**src/rtl/time_set_controller.sv**
```systemverilog
// Time-setting sequencer for the digital clock: RUN/SET_HOUR/SET_MIN/COMMIT with auto-repeat and inactivity abort.
// All outputs registered; a press is acted on at the edge it is sampled on. No backpressure: Load is a fire-and-forget strobe.
module time_set_controller #(
  parameter int REPEAT_DELAY  = 50000000,
  parameter int REPEAT_PERIOD = 10000000,
  parameter int TIMEOUT       = 1000000000
) (
  input  logic       CLK,
  input  logic       RST_N,
  input  logic       ModeBtn,
  input  logic       UpBtn,
  input  logic       DownBtn,
  input  logic [4:0] CurHour,
  input  logic [5:0] CurMin,
  output logic [4:0] SetHour,
  output logic [5:0] SetMin,
  output logic       Load,
  output logic       RunEn,
  output logic [1:0] EditField
);

  localparam int HMAX = (REPEAT_DELAY > REPEAT_PERIOD) ? REPEAT_DELAY : REPEAT_PERIOD;
  localparam int HW   = $clog2(HMAX + 1);

  typedef enum logic [1:0] {RUN, SET_HOUR, SET_MIN, COMMIT} state_t;

  state_t          state, state_nx;
  logic            mode_q, up_q, down_q;
  logic [HW-1:0]   hold_cnt, hold_cnt_nx, hold_tgt;
  logic            hold_act, hold_act_nx;
  logic            rep, rep_nx;
  logic [29:0]     idle_cnt, idle_cnt_nx;
  logic [4:0]      hour_nx;
  logic [5:0]      min_nx;
  logic            load_nx, run_nx;
  logic [1:0]      ef_nx;
  logic            mode_ev, up_ev, down_ev, editing, rep_step, step_up, step_dn, timed_out;

  // A press only counts while the opposite button is released.
  assign mode_ev  = ModeBtn & ~mode_q;
  assign up_ev    = UpBtn & ~up_q & ~DownBtn;
  assign down_ev  = DownBtn & ~down_q & ~UpBtn;
  assign editing  = (state == SET_HOUR) || (state == SET_MIN);

  // First repeat after the initial delay, then one per period.
  assign hold_tgt = rep ? HW'(REPEAT_PERIOD) : HW'(REPEAT_DELAY);
  assign rep_step = editing & hold_act & (UpBtn ^ DownBtn) & (hold_cnt == hold_tgt);

  assign step_up   = editing & ~mode_ev & (up_ev | (rep_step & UpBtn));
  assign step_dn   = editing & ~mode_ev & (down_ev | (rep_step & DownBtn));
  assign timed_out = (idle_cnt == 30'(TIMEOUT - 1)) & ~(up_ev | down_ev | rep_step);

  always_comb begin
    state_nx    = state;
    hour_nx     = SetHour;
    min_nx      = SetMin;
    load_nx     = 1'b0;
    run_nx      = RunEn;
    ef_nx       = EditField;
    hold_cnt_nx = hold_cnt;
    hold_act_nx = hold_act;
    rep_nx      = rep;
    idle_cnt_nx = idle_cnt;

    if (!editing || !(UpBtn ^ DownBtn)) begin
      hold_act_nx = 1'b0;
      hold_cnt_nx = '0;
      rep_nx      = 1'b0;
    end else if (up_ev || down_ev) begin
      hold_act_nx = 1'b1;
      hold_cnt_nx = HW'(1);
      rep_nx      = 1'b0;
    end else if (rep_step) begin
      hold_cnt_nx = HW'(1);
      rep_nx      = 1'b1;
    end else if (hold_act) begin
      hold_cnt_nx = hold_cnt + HW'(1);
    end

    if (!editing || mode_ev || up_ev || down_ev || rep_step)
      idle_cnt_nx = '0;
    else
      idle_cnt_nx = idle_cnt + 30'd1;

    case (state)
      RUN: begin
        run_nx = 1'b1;
        ef_nx  = 2'b00;
        if (mode_ev) begin
          state_nx = SET_HOUR;
          hour_nx  = CurHour;
          min_nx   = CurMin;
          run_nx   = 1'b0;
          ef_nx    = 2'b01;
        end
      end
      SET_HOUR: begin
        if (mode_ev) begin
          state_nx = SET_MIN;
          ef_nx    = 2'b10;
        end else if (timed_out) begin
          state_nx = RUN;
          run_nx   = 1'b1;
          ef_nx    = 2'b00;
        end else if (step_up) begin
          hour_nx = (SetHour >= 5'd23) ? 5'd0 : SetHour + 5'd1;
        end else if (step_dn) begin
          hour_nx = (SetHour == 5'd0 || SetHour > 5'd23) ? 5'd23 : SetHour - 5'd1;
        end
      end
      SET_MIN: begin
        if (mode_ev) begin
          state_nx = COMMIT;
          load_nx  = 1'b1;
        end else if (timed_out) begin
          state_nx = RUN;
          run_nx   = 1'b1;
          ef_nx    = 2'b00;
        end else if (step_up) begin
          min_nx = (SetMin >= 6'd59) ? 6'd0 : SetMin + 6'd1;
        end else if (step_dn) begin
          min_nx = (SetMin == 6'd0 || SetMin > 6'd59) ? 6'd59 : SetMin - 6'd1;
        end
      end
      default: begin
        state_nx = RUN;
        run_nx   = 1'b1;
        ef_nx    = 2'b00;
      end
    endcase
  end

  // Previous-sample registers reset high so a button held through reset is not a press.
  always_ff @(posedge CLK or negedge RST_N) begin
    if (!RST_N) begin
      state     <= RUN;
      mode_q    <= 1'b1;
      up_q      <= 1'b1;
      down_q    <= 1'b1;
      hold_cnt  <= '0;
      hold_act  <= 1'b0;
      rep       <= 1'b0;
      idle_cnt  <= '0;
      SetHour   <= '0;
      SetMin    <= '0;
      Load      <= 1'b0;
      RunEn     <= 1'b1;
      EditField <= 2'b00;
    end else begin
      state     <= state_nx;
      mode_q    <= ModeBtn;
      up_q      <= UpBtn;
      down_q    <= DownBtn;
      hold_cnt  <= hold_cnt_nx;
      hold_act  <= hold_act_nx;
      rep       <= rep_nx;
      idle_cnt  <= idle_cnt_nx;
      SetHour   <= hour_nx;
      SetMin    <= min_nx;
      Load      <= load_nx;
      RunEn     <= run_nx;
      EditField <= ef_nx;
    end
  end

endmodule

```
**config.mk**
```make
export PLATFORM = sky130hd
export DESIGN_NAME = time_set_controller
export DESIGN_NICKNAME = d
export VERILOG_FILES = /design/src/rtl/time_set_controller.sv
export SDC_FILE = /design/constraint.sdc
export NUM_CORES = 1
export LEC_CHECK = 0
export ABC_AREA = 1
export CORE_ASPECT_RATIO = 0.8
export CORE_MARGIN = 8
export CORE_UTILIZATION = 30
export DETAILED_ROUTE_END_ITERATION = 7
export PLACE_DENSITY = 0.53
export SYNTH_ARGS = -nofsm -noshare
export SYNTH_HDL_FRONTEND = slang
export SYNTH_SLANG_ARGS = --single-unit
```
**constraint.sdc**
```tcl
create_clock -name CLK -period 2.22 [get_ports CLK]
set_clock_uncertainty 0.1 [all_clocks]
set_input_delay 0.333 -clock CLK [delete_from_list [all_inputs] [get_ports CLK]]
set_output_delay 0.333 -clock CLK [all_outputs]
set_load 0.005 [all_outputs]
```
==> key figures, run 1 <==
Floorplan
  – Starting density of the core: 0.306
  – Row count: 42
  – Die Ht: 132 µm
  – Core ar.: 16600 µm²
  – Die extent in x: 161 µm
  – Ports: 31
  – Die area: 21300 µm²

STA
  – Final hold vios: 0
  – Max-slew violations: 0
  – Final worst setup slack: 0.171 ns
  – Rel. slew slack: 0.666
  – RSZ-0062 raised after global routing: false
  – # setup viols final: 0
  – TNS Setup: 0 ns
  – Max Fclk: 0.488 GHz
  – Final period util: 0.923
  – Tmin final: 2.05 ns
  – Worst-margin pin slew: 0.501 ns

Clock tree
  – CTS tree: yes
  – CTS Sinks: 78
  – H-tree Lvls: 3
  – Post-CTS Setup Bufs: 0
  – Cts bufs inserted: 9
  – Root Driver: clkbuf_16
  – Bufs on Longest Clock Path: 2
  – Clock slew at reported path FFs: 0.07 ns
  – Worst skew pair latency: 0.34 ns

Yosys
  – Yosys cell types: 45
  – Number of synthesized flops with an enable pin: 0
  – Prevailing post-synth register cell: dfrtp_1
  – Post-Synthesis Cells: 709
  – Net Count, Synth: 737
  – Post-Syn Area: 5060 µm²
  – Post-synthesis async set-or-reset flop share: 1.00
  – Mean post-synth cell area: 7.13 µm²
  – Yosys reg bits: 78
  – Yosys warning total: 0
  – Seq/Total Area, Yosys: 0.387

Power
  – P per Cell Area: 950 nW/µm²
  – Worst vdd ir: 397 µV
  – Leakage: 0.00276 µW

Placement
  – Placed cells: 979
  – Detailed Place HPWL: 9890 µm
  – Place WS: -0.0249 ns
  – Gpl congestion: 0.871
  – Port buffer count: 30

Detailed routing
  – Vias: 4605
  – Final ANT Viol Nets: 0
  – Routed WL: 12700 µm
  – Pre-antenna DRT Iters: 5
  – Avg WL per Cell: 12.7 µm
  – DRT iter0 DRCs: 370
  – Routed vias/inst: 4.62
  – DR DRC count: 0

Setup path
  – CP startpoint kind: register
  – Worst setup EP type: register
  – Most used cell, CP: nor2_2
  – Arrival time worst endpoint: 2.17 ns
  – Slowest cell on crit path: dfrtp_1
  – CP max FO: 4
  – Crit path required time: 2.34 ns
  – CP max stage delay: 0.37 ns
  – CP cell instances: inv_1 -> ha_1 -> inv_2 -> nor2_4 -> buf_4 -> nand3_4 -> inv_2 -> nor2_2 -> nand2_1 -> nor2_2 -> nand2_1 -> nor2_2 -> a21oi_1
  – Setup CP Type: register to register

Worst hold path
  – Hold/Removal Path Class: register to register

Global route
  – Overflow after GRT: 0
  – Largest net degree at the start of global routing: 43
  – Antenna violations before repair: 0
  – Global-route wire length before repair: 22300 µm
  – Vias in the first global route: 4369
  – Total Routing Usage GR: 0.125

Finish
  – Synthesis-to-layout area growth: 22.1%
  – Filler Cells Inserted: 1758
  – Share of layout cells above drive strength 1: 0.122
  – Final Core Density: 0.373
  – Final Non-Filler Cells: 996
  – Net count, final: 799
  – # diodes: 0

Outcome
  – Outcome: finished clean

Flow run
  – Max Cap Viol: 0
[registers in the layout (all words and copies together) (netlist names)]
signal,count
rep,1
up_q,1
RunEn,1
EditField,2
state,2
SetHour,5
down_q,1
idle_cnt,30
hold_act,1
mode_q,1
hold_cnt,26
Load,1
SetMin,6
[cells in the final DEF, fill, tap and decap left out, drive strengths merged, types with 3 or more instances in the layout]
cell type / instances
nand3: 57
inv: 93
dfstp: 4
nor2: 108
ha: 12
nand2: 195
nand3b: 5
o22ai: 4
nor4: 6
xnor2: 3
buf: 31
nor3b: 4
o21ai: 26
clkbuf: 11
nand4: 22
clkdlybuf4s50: 29
a31oi: 3
dfrtp: 74
nor3: 25
a21oi: 26
xor2: 23
[what timing repair did]
item | in CTS | in global routing
hold endpoints to repair | 32 | 0
endpoints found under the setup margin | 0 | 13
gates resized for setup | 0 | 9
hold buffers | 1 | 0
[metrics by stage]
stage | instance area (µm²) | hold WS [ns] | power [µW]
5_1_grt | 6180 | 0.383 | 6340
2_1_floorplan | 5060 | -0.0626 | 3370
4_1_cts | 6150 | 0.375 | 5910
3_3_place_gp | 5830 | 0.243 | 4310
3_5_place_dp | 5830 | 0.248 | 4280
6_report | 6180 | 0.368 | 5870
[power breakdown]
part / switching (µW) / internal (µW)
clock: 596 / 988
combinational: 1460 / 1040
sequential: 192 / 1590
total: 2250 / 3620
[Yosys cell counts (5+ instances only)]
library cell / n / share of area
nand2_1: 184 / 0.14
nor2_1: 99 / 0.073
inv_1: 85 / 0.063
dfrtp_1: 74 / 0.37
nand3_1: 53 / 0.052
a21oi_1: 26 / 0.026
xor2_1: 23 / 0.040
nor3_1: 21 / 0.021
o21ai_0: 21 / 0.021
nand4_1: 20 / 0.025
ha_1: 12 / 0.030
nand2_2: 9 / 0.011
inv_2: 7 / 0.0052
nor2_2: 7 / 0.0087
nand3b_1: 5 / 0.0074
nor4_1: 5 / 0.0062
o21ai_1: 5 / 0.0049
[critical path: cells and delay by family, from the launching register on]
family                     cells  cell delay, ns
buffers and inverters          4            0.38
adders and majority gates      1            0.34
and+or+nand+nor                7            0.65
AOI/OAI and AO/OA              1            0.07
DFF                            1            0.37
[worst paths after layout]
kind	to	startpoint	slack, ns	cells after the start
max	hold_cnt[12]	state[0]	0.17	13
min	idle_cnt[0]	idle_cnt[0]	0.37	1
max reg2reg	hold_cnt[12]	state[0]	0.17	13
min reg2reg	idle_cnt[0]	idle_cnt[0]	0.37	1
max in group asynchronous	idle_cnt[1]	RST_N	1.02	3
min in group asynchronous	hold_cnt[23]	RST_N	0.40	2
[cell type report]
| type | instances | area (µm²) | area share |
|---|---|---|---|
| Timing Repair Buffer | 61 | 574 | 0.0930 |
| Inverter | 94 | 355 | 0.0575 |
| Clock buffer | 11 | 233 | 0.0377 |
| Sequential cell | 78 | 1960 | 0.317 |
| Multi-Input combinational cell | 527 | 2700 | 0.437 |
| Clock inverter | 5 | 83.8 | 0.0136 |
| Tap cell | 220 | 275 | 0.0446 |
[logic make-up after synthesis]
logic type | share of synthesized area
buffers and inverters | 0.0834
AO/OA/AOI/OAI | 0.0675
XOR/XNOR | 0.0450
flip-flops | 0.387
adder cells (fa/ha/maj) | 0.0297
AND/OR/NAND/NOR | 0.388
[metal layers]
metal,wire length (µm),part of all wire,vias to the layer above,GRT usage
met2,5170,0.41,78,0.177
met1,6940,0.55,2111,0.188
met5,0,0,-,0
met4,65,0.0051,0,0.0262
li1,-,-,2412,-
met3,503,0.040,4,0.0268
(Power assumes the default switching activity.)
==> run 2, diff against run 1 <==
--- a/config.mk
+++ b/config.mk
@@ -5,7 +5,7 @@
 export SDC_FILE = /design/constraint.sdc
 export NUM_CORES = 1
 export LEC_CHECK = 0
-export ABC_AREA = 1
+export ABC_AREA = 0
 export CORE_ASPECT_RATIO = 0.8
 export CORE_MARGIN = 8
 export CORE_UTILIZATION = 30
==> constraint.sdc (replaced) <==
create_clock -name CLK -period 2.22 [get_ports CLK]
set_clock_uncertainty 0.1 [all_clocks]
set_input_delay 0.444 -clock CLK [delete_from_list [all_inputs] [get_ports CLK]]
set_output_delay 0.444 -clock CLK [all_outputs]
set_load 0.005 [all_outputs]
==> key figures, run 2 <==
Outcome
  – Outcome: finished with violations
  – Failing checks: negative setup slack

Finish
  – Top reg by flops: idle_cnt
  – Commonest cells after routing, fill and taps aside: buf_4 (92), nor2_1 (75), dfrtp_1 (74)
  – Max FFs per register: 30 (unchanged)
  – Net count, final: 689 (-14%)
  – Commonest non-fill, non-tap cell in the layout: buf_4
  – Share of layout cells above drive strength 1: 0.252 (+0.130)
  – Synthesis-to-layout area growth: 39.2%
  – Largest regs: idle_cnt x30, hold_cnt x26, SetMin x6
  – # diodes: 0 (unchanged)

Clock tree
  – Cts bufs inserted: 9 (unchanged)
  – Clock slew at reported path FFs: 0.07 ns (about the same)
  – Root Driver: clkbuf_16
  – CTS tree: yes
  – Bufs on Longest Clock Path: 2 (unchanged)
  – Worst skew pair latency: 0.34 ns (about the same)
  – CTS Sinks: 78 (unchanged)
  – H-tree Lvls: 3 (unchanged)

Global route
  – Vias in the first global route: 4377 (+0.18%)
  – Antenna violations before repair: 0 (unchanged)
  – Global-route wire length before repair: 21700 µm (-2.8%)
  – Largest net degree at the start of global routing: 33 (-23%)
  – Overflow after GRT: 0 (unchanged)
  – Total Routing Usage GR: 0.132 (+0.00757)

STA
  – TNS Setup: -4.31 ns (-4.31 ns)
  – Max-slew violations: 0 (unchanged)
  – Final period util: 1.05 (+0.127)
  – Rel. slew slack: 0.661 (-0.00516)
  – Worst-margin pin slew: 0.509 ns (+0.00774 ns)
  – # setup viols final: 67 (+67)
  – RSZ-0062 raised after global routing: true
  – Final hold vios: 0 (unchanged)
  – Tmin final: 2.33 ns (+0.281 ns)
  – Max Fclk: 0.429 GHz (-12%)
  – Final worst setup slack: -0.111 ns (-0.281 ns)

Power
  – Pint: 3630 µW (+0.25%)
  – Sequential power share: 0.317 (+0.013)
  – Leakage: 0.00276 µW (about the same)
  – Switching pwr: 2150 µW (-4.4%)
  – Clock power frac: 0.266 (-0.004)
  – Worst vdd ir: 439 µV (+11%)
  – Net Sw Frac: 0.372 (-0.0113)
  – Pwr Total: 5780 µW (-1.5%)
  – P per Cell Area: 873 nW/µm² (-8.1%)
  – Combinational power share: 0.416 (-0.010)

Setup path
  – Worst setup EP type: register
  – CP startpoint kind: register
  – Crit path required time: 2.35 ns (about the same)
  – Setup CP Type: register to register
  – CP max FO: 6 (+2)
  – Arrival time worst endpoint: 2.46 ns (+0.29 ns)
  – Critical path launch point: hold_cnt[11]
  – RR Startpoint: hold_cnt[11]

Yosys
  – Largest area contributor in the netlist: dfrtp_1
  – Synth top area share: 0.390 (+0.0236)
  – Post-Syn Area: 4750 µm² (-6.1%)
  – Post-Synthesis Cells: 536 (-24%)
  – Net Count, Synth: 564 (-23%)
  – Yosys cell types: 62 (+38%)
  – Mean post-synth cell area: 8.87 µm² (+24%)
  – Prevailing post-synth register cell: dfrtp_1
  – Synth cell count leaders: nor2_1 (82), dfrtp_1 (74), nand2_1 (45)
  – Yosys reg bits: 78 (unchanged)
  – Post-synthesis async set-or-reset flop share: 1.00 (unchanged)
  – Yosys warning total: 0 (unchanged)
  – Top cells by area, synth: dfrtp_1 (39%), nor2_1 (6.5%), xnor2_1 (5.2%), xor2_1 (5.0%), nand2_1 (3.6%)
  – Seq/Total Area, Yosys: 0.412 (+0.0250)
  – Most frequent cell after synthesis: nor2_1
  – Number of synthesized flops with an enable pin: 0 (unchanged)

Floorplan
  – Core ar.: 15600 µm² (-5.5%)
  – Die extent in x: 157 µm (-2.8%)
  – Die area: 20100 µm² (-5.4%)
  – Ports: 31 (unchanged)
  – Die Ht: 129 µm (-2.7%)
  – Row count: 41 (-2.4%)
  – Starting density of the core: 0.304 (-0.00187)

Detailed routing
  – DR DRC count: 0 (unchanged)
  – Routed WL: 13000 µm (+2.8%)
  – Pre-antenna DRT Iters: 4 (-1)
  – Routed vias/inst: 5.04 (+9.1%)
  – Final ANT Viol Nets: 0 (unchanged)
  – Avg WL per Cell: 14.8 µm (+16%)
  – Vias: 4444 (-3.5%)
  – DRT iter0 DRCs: 187 (-49%)

Placement
  – Port buffer count: 30 (unchanged)
  – Detailed Place HPWL: 9250 µm (-6.5%)
  – Gpl congestion: 0.878 (+0.73%)

Flow run
  – Max Cap Viol: 0 (unchanged)

Worst hold path
  – Min-Delay Startpoint: idle_cnt[0]
  – Hold/Removal Path Class: register to register
[run 2: cell count changes in the layout (fill, tap and decap cells not counted), sizes merged, moves of 10 or more]
cell,change
and3,+16
inv,-68
xnor2,+25
o21ai,-10
nand3,-31
buf,+76
nor2,-25
nand2,-150
[run 2: final cells by class]
type                       instances  area [µm²]
clock buffer                       9         225
clock inverter                     7        81.3
fill                            1559        9030
inverter                          22        82.6
multi-input combinational        413        2820
sequential                        78        1960
tap                              215         269
timing repair buffer             137        1180
[run 2: per-layer routing]
| layer | global-route usage | up-vias | share of wire |
|---|---|---|---|
| met2 | 0.199 | 98 | 0.45 |
| met5 | 0 | - | 0 |
| met1 | 0.181 | 2178 | 0.49 |
| met3 | 0.0325 | 14 | 0.049 |
| met4 | 0.0468 | 0 | 0.014 |
| li1 | - | 2154 | - |
[run 2: critical path: stages (launching register included)]
cell       delay (ns)
dfrtp_1          0.40
nor4b_2          0.31
buf_4            0.17
nand4_1          0.12
a2111oi_4        0.42
buf_6            0.19
nor3b_2          0.15
a211oi_1         0.06
o32a_1           0.29
[run 2: stage by stage]
stage / util / hold WS (ns) / setup slack [ns] / std cells / instance area [µm²]
6_report: 0.423 / 0.355 / -0.111 / 881 / 6620
5_1_grt: 0.423 / 0.371 / -0.220 / 881 / 6620
4_1_cts: 0.416 / 0.359 / -0.117 / 879 / 6510
3_5_place_dp: 0.382 / 0.327 / -0.807 / 851 / 5970
3_3_place_gp: 0.382 / 0.323 / -0.750 / 851 / 5970
2_1_floorplan: - / 0.0484 / -0.0742 / 536 / 4790
[run 2: repair_timing]
item                                    CTS  global route
hold buffers                              1             0
gates cloned                              2             0
buffers inserted                          9             3
endpoints found under the setup margin   72            73
endpoints found under the hold margin    29             0
pin swaps                                20            11
resized for setup                        31            23
[run 2: path summary, 6_finish.rpt]
check | end | slack, ns | cells after the start
worst min-delay path | idle_cnt[0] | 0.36 | 1
worst min register to register | idle_cnt[0] | 0.36 | 1
worst max-delay path | SetMin[4] | -0.11 | 8
max in group asynchronous | RunEn | 0.87 | 3
min in group asynchronous | state[1] | 0.51 | 2
worst max register to register | SetMin[4] | -0.11 | 8
[run 2: kinds of logic (layout without fill, tap and decap cells)]
logic type	Yosys count	count (layout)	synth area share
and+or+nand+nor	250	250	0.264
DFF	78	78	0.412
xor gates and xnor gates	55	55	0.101
buffers and inverters	46	175	0.0400
adders and majority gates	12	12	0.0316
muxes	6	6	0.0129
AOI/OAI and AO/OA	89	90	0.139
[run 2: power groups by stage]
stage | clock (µW) | sequential [µW] | combinational (µW)
after floorplan | 0 | 1770 | 1450
after global placement | 0 | 1840 | 2280
after detailed placement | 0 | 1850 | 2310
after CTS | 1580 | 1820 | 2380
after global routing | 1640 | 1860 | 2660
final | 1540 | 1830 | 2410
==> run 3, diff against run 2 <==
--- a/config.mk
+++ b/config.mk
@@ -7,7 +7,6 @@
 export LEC_CHECK = 0
 export ABC_AREA = 0
 export CORE_ASPECT_RATIO = 0.8
-export CORE_MARGIN = 8
 export CORE_UTILIZATION = 30
 export DETAILED_ROUTE_END_ITERATION = 7
 export PLACE_DENSITY = 0.53
==> constraint.sdc (replaced) <==
create_clock -name CLK -period 2.87 [get_ports CLK]
set_clock_uncertainty 0.1 [all_clocks]
set_input_delay 0.574 -clock CLK [delete_from_list [all_inputs] [get_ports CLK]]
set_output_delay 0.574 -clock CLK [all_outputs]
set_load 0.005 [all_outputs]
==> key figures, run 3 (same netlist as run 2, synthesis figures left out) <==
Outcome
  – Outcome: finished clean

Detailed routing
  – Avg WL per Cell: 14.5 µm (-1.9%)
  – DR DRC count: 0 (unchanged)
  – Routed vias/inst: 5.15 (+2.0%)
  – Final ANT Viol Nets: 0 (unchanged)
  – Vias: 4106 (-7.6%)
  – Pre-antenna DRT Iters: 5 (+1)
  – DRT iter0 DRCs: 196 (+4.8%)
  – Routed WL: 11600 µm (-11%)

Setup path
  – Worst setup EP type: register
  – Delay-heaviest family, CP: compound AO/OA/AOI/OAI gates
  – CP max FO: 8 (+2)
  – Worst path bufs/invs: 3 (+1)
  – Most used cell, CP: buf_4
  – Slowest cell on crit path: o31ai_1
  – Crit path required time: 3.02 ns (+0.67 ns)
  – Arrival time worst endpoint: 2.81 ns (+0.35 ns)
  – CP startpoint kind: input pin
  – CP max stage delay: 0.81 ns (+0.39 ns)
  – CP cell instances: clkdlybuf4s50_1 -> buf_4 -> nor2_2 -> a22o_1 -> o31ai_1 -> buf_4 -> a21oi_1 -> a22oi_1
  – Setup CP Type: input pin to register

Clock tree
  – Root Driver: clkbuf_16
  – Cts bufs inserted: 9 (unchanged)
  – CTS Sinks: 78 (unchanged)
  – Hold-fix buffers at CTS: 0 (-1)
  – Clock slew at reported path FFs: 0.06 ns (about the same)
  – Worst skew pair latency: 0.34 ns (about the same)
  – H-tree Lvls: 3 (unchanged)
  – CTS tree: yes
  – Bufs on Longest Clock Path: 2 (unchanged)
  – PostCTS Resize Cnt: 0 (-100%)
  – Post-CTS Setup Bufs: 0 (-9)

Global route
  – Overflow after GRT: 0 (unchanged)
  – Total Routing Usage GR: 0.152 (+0.0194)
  – Global-route wire length before repair: 19400 µm (-10%)
  – Vias in the first global route: 3875 (-11%)
  – Largest net degree at the start of global routing: 41 (+24%)
  – Antenna violations before repair: 0 (unchanged)

STA
  – Final hold vios: 0 (unchanged)
  – RSZ-0062 raised after global routing: false
  – Max Fclk: 0.376 GHz
  – Rel. slew slack: 0.347 (-0.314)
  – Final worst setup slack: 0.208 ns (+0.318 ns)
  – Tmin final: 2.66 ns
  – Final period util: 0.928
  – Worst-margin pin slew: 0.971 ns (+0.462 ns)
  – Max-slew violations: 0 (unchanged)
  – # setup viols final: 0 (-100%)

Finish
  – Top reg by flops: idle_cnt
  – Max FFs per register: 30 (unchanged)
  – Final Core Density: 0.382 (-0.0412)
  – Commonest non-fill, non-tap cell in the layout: nor2_1
  – Net count, final: 611 (-11%)
  – Largest regs: idle_cnt x30, hold_cnt x26, SetMin x6
  – Share of layout cells above drive strength 1: 0.104 (-0.149)
  – # diodes: 0 (unchanged)
  – Final Non-Filler Cells: 798 (-9.4%)
  – Commonest cells after routing, fill and taps aside: nor2_1 (82), dfrtp_1 (74), nand2_1 (45)
  – Synthesis-to-layout area growth: 22.6%
  – Filler Cells Inserted: 1542 (-1.1%)

Power
  – Leakage: 0.00234 µW (-15%)
  – Pwr Total: 4430 µW (-23%)
  – Worst vdd ir: 361 µV (-18%)
  – P per Cell Area: 760 nW/µm² (-13%)

Floorplan
  – Row count: 40 (-2.4%)
  – Die extent in x: 143 µm (-8.9%)
  – Die Ht: 115 µm (-11%)
  – Core ar.: 15300 µm² (-2.4%)
  – Ports: 31 (unchanged)
  – Die area: 16400 µm² (-19%)
  – Starting density of the core: 0.311 (+0.00759)

Placement
  – Placed cells: 782 (-8.1%)
  – Gpl congestion: 0.860 (-2.0%)
  – Port buffer count: 30 (unchanged)
  – Place WS: -0.120 ns (+0.687 ns)
  – Detailed Place HPWL: 8300 µm (-10%)

Flow run
  – Max Cap Viol: 0 (unchanged)

Worst hold path
  – Hold/Removal Path Class: input pin to async pin
-- run 3: final timing paths --
kind | slack [ns] | cells past startpoint | endpoint | startpoint
max | 0.21 | 8 | SetMin[1] | DownBtn
min in group CLK | 0.35 | 1 | idle_cnt[0] | idle_cnt[0]
max reg2reg | 0.30 | 8 | SetHour[0] | hold_cnt[21]
max in group asynchronous | 1.96 | 2 | idle_cnt[11] | RST_N
min | 0.1 | 1 | SetHour[2] | RST_N
min reg2reg | 0.35 | 1 | idle_cnt[0] | idle_cnt[0]
-- run 3: final cells by class --
| class | count | area (µm²) | share of cell area |
|---|---|---|---|
| repair buffers | 60 | 561 | 0.0962 |
| clock inverters | 5 | 105 | 0.0180 |
| well taps | 210 | 263 | 0.0451 |
| multi-input cells | 412 | 2610 | 0.447 |
| flip-flops and latches | 78 | 1960 | 0.336 |
| inverters | 22 | 82.6 | 0.0142 |
| clock buffers | 11 | 253 | 0.0434 |
-- run 3: report_power, final --
group	internal [µW]	switching [µW]	total, µW
logic	760	854	1610
clock network	897	464	1360
registers	1230	222	1450
total	2890	1540	4430
-- run 3: layer usage --
metal | global-route usage | share of wire | up-vias
li1 | - | - | 1997
met1 | 0.204 | 0.49 | 1982
met2 | 0.237 | 0.44 | 114
met3 | 0.0414 | 0.056 | 13
met4 | 0.0466 | 0.012 | 0
met5 | 0 | 0 | -
-- run 3: metrics by stage --
stage	TNS, ns	hold slack (ns)	cell area (µm²)
final	0	0.0981	5830
after global routing	0	0.147	5830
after CTS	0	0.124	5830
after detailed placement	-0.604	0.351	5470
after global placement	-0.222	0.348	5470
after floorplan	0	0.178	4750
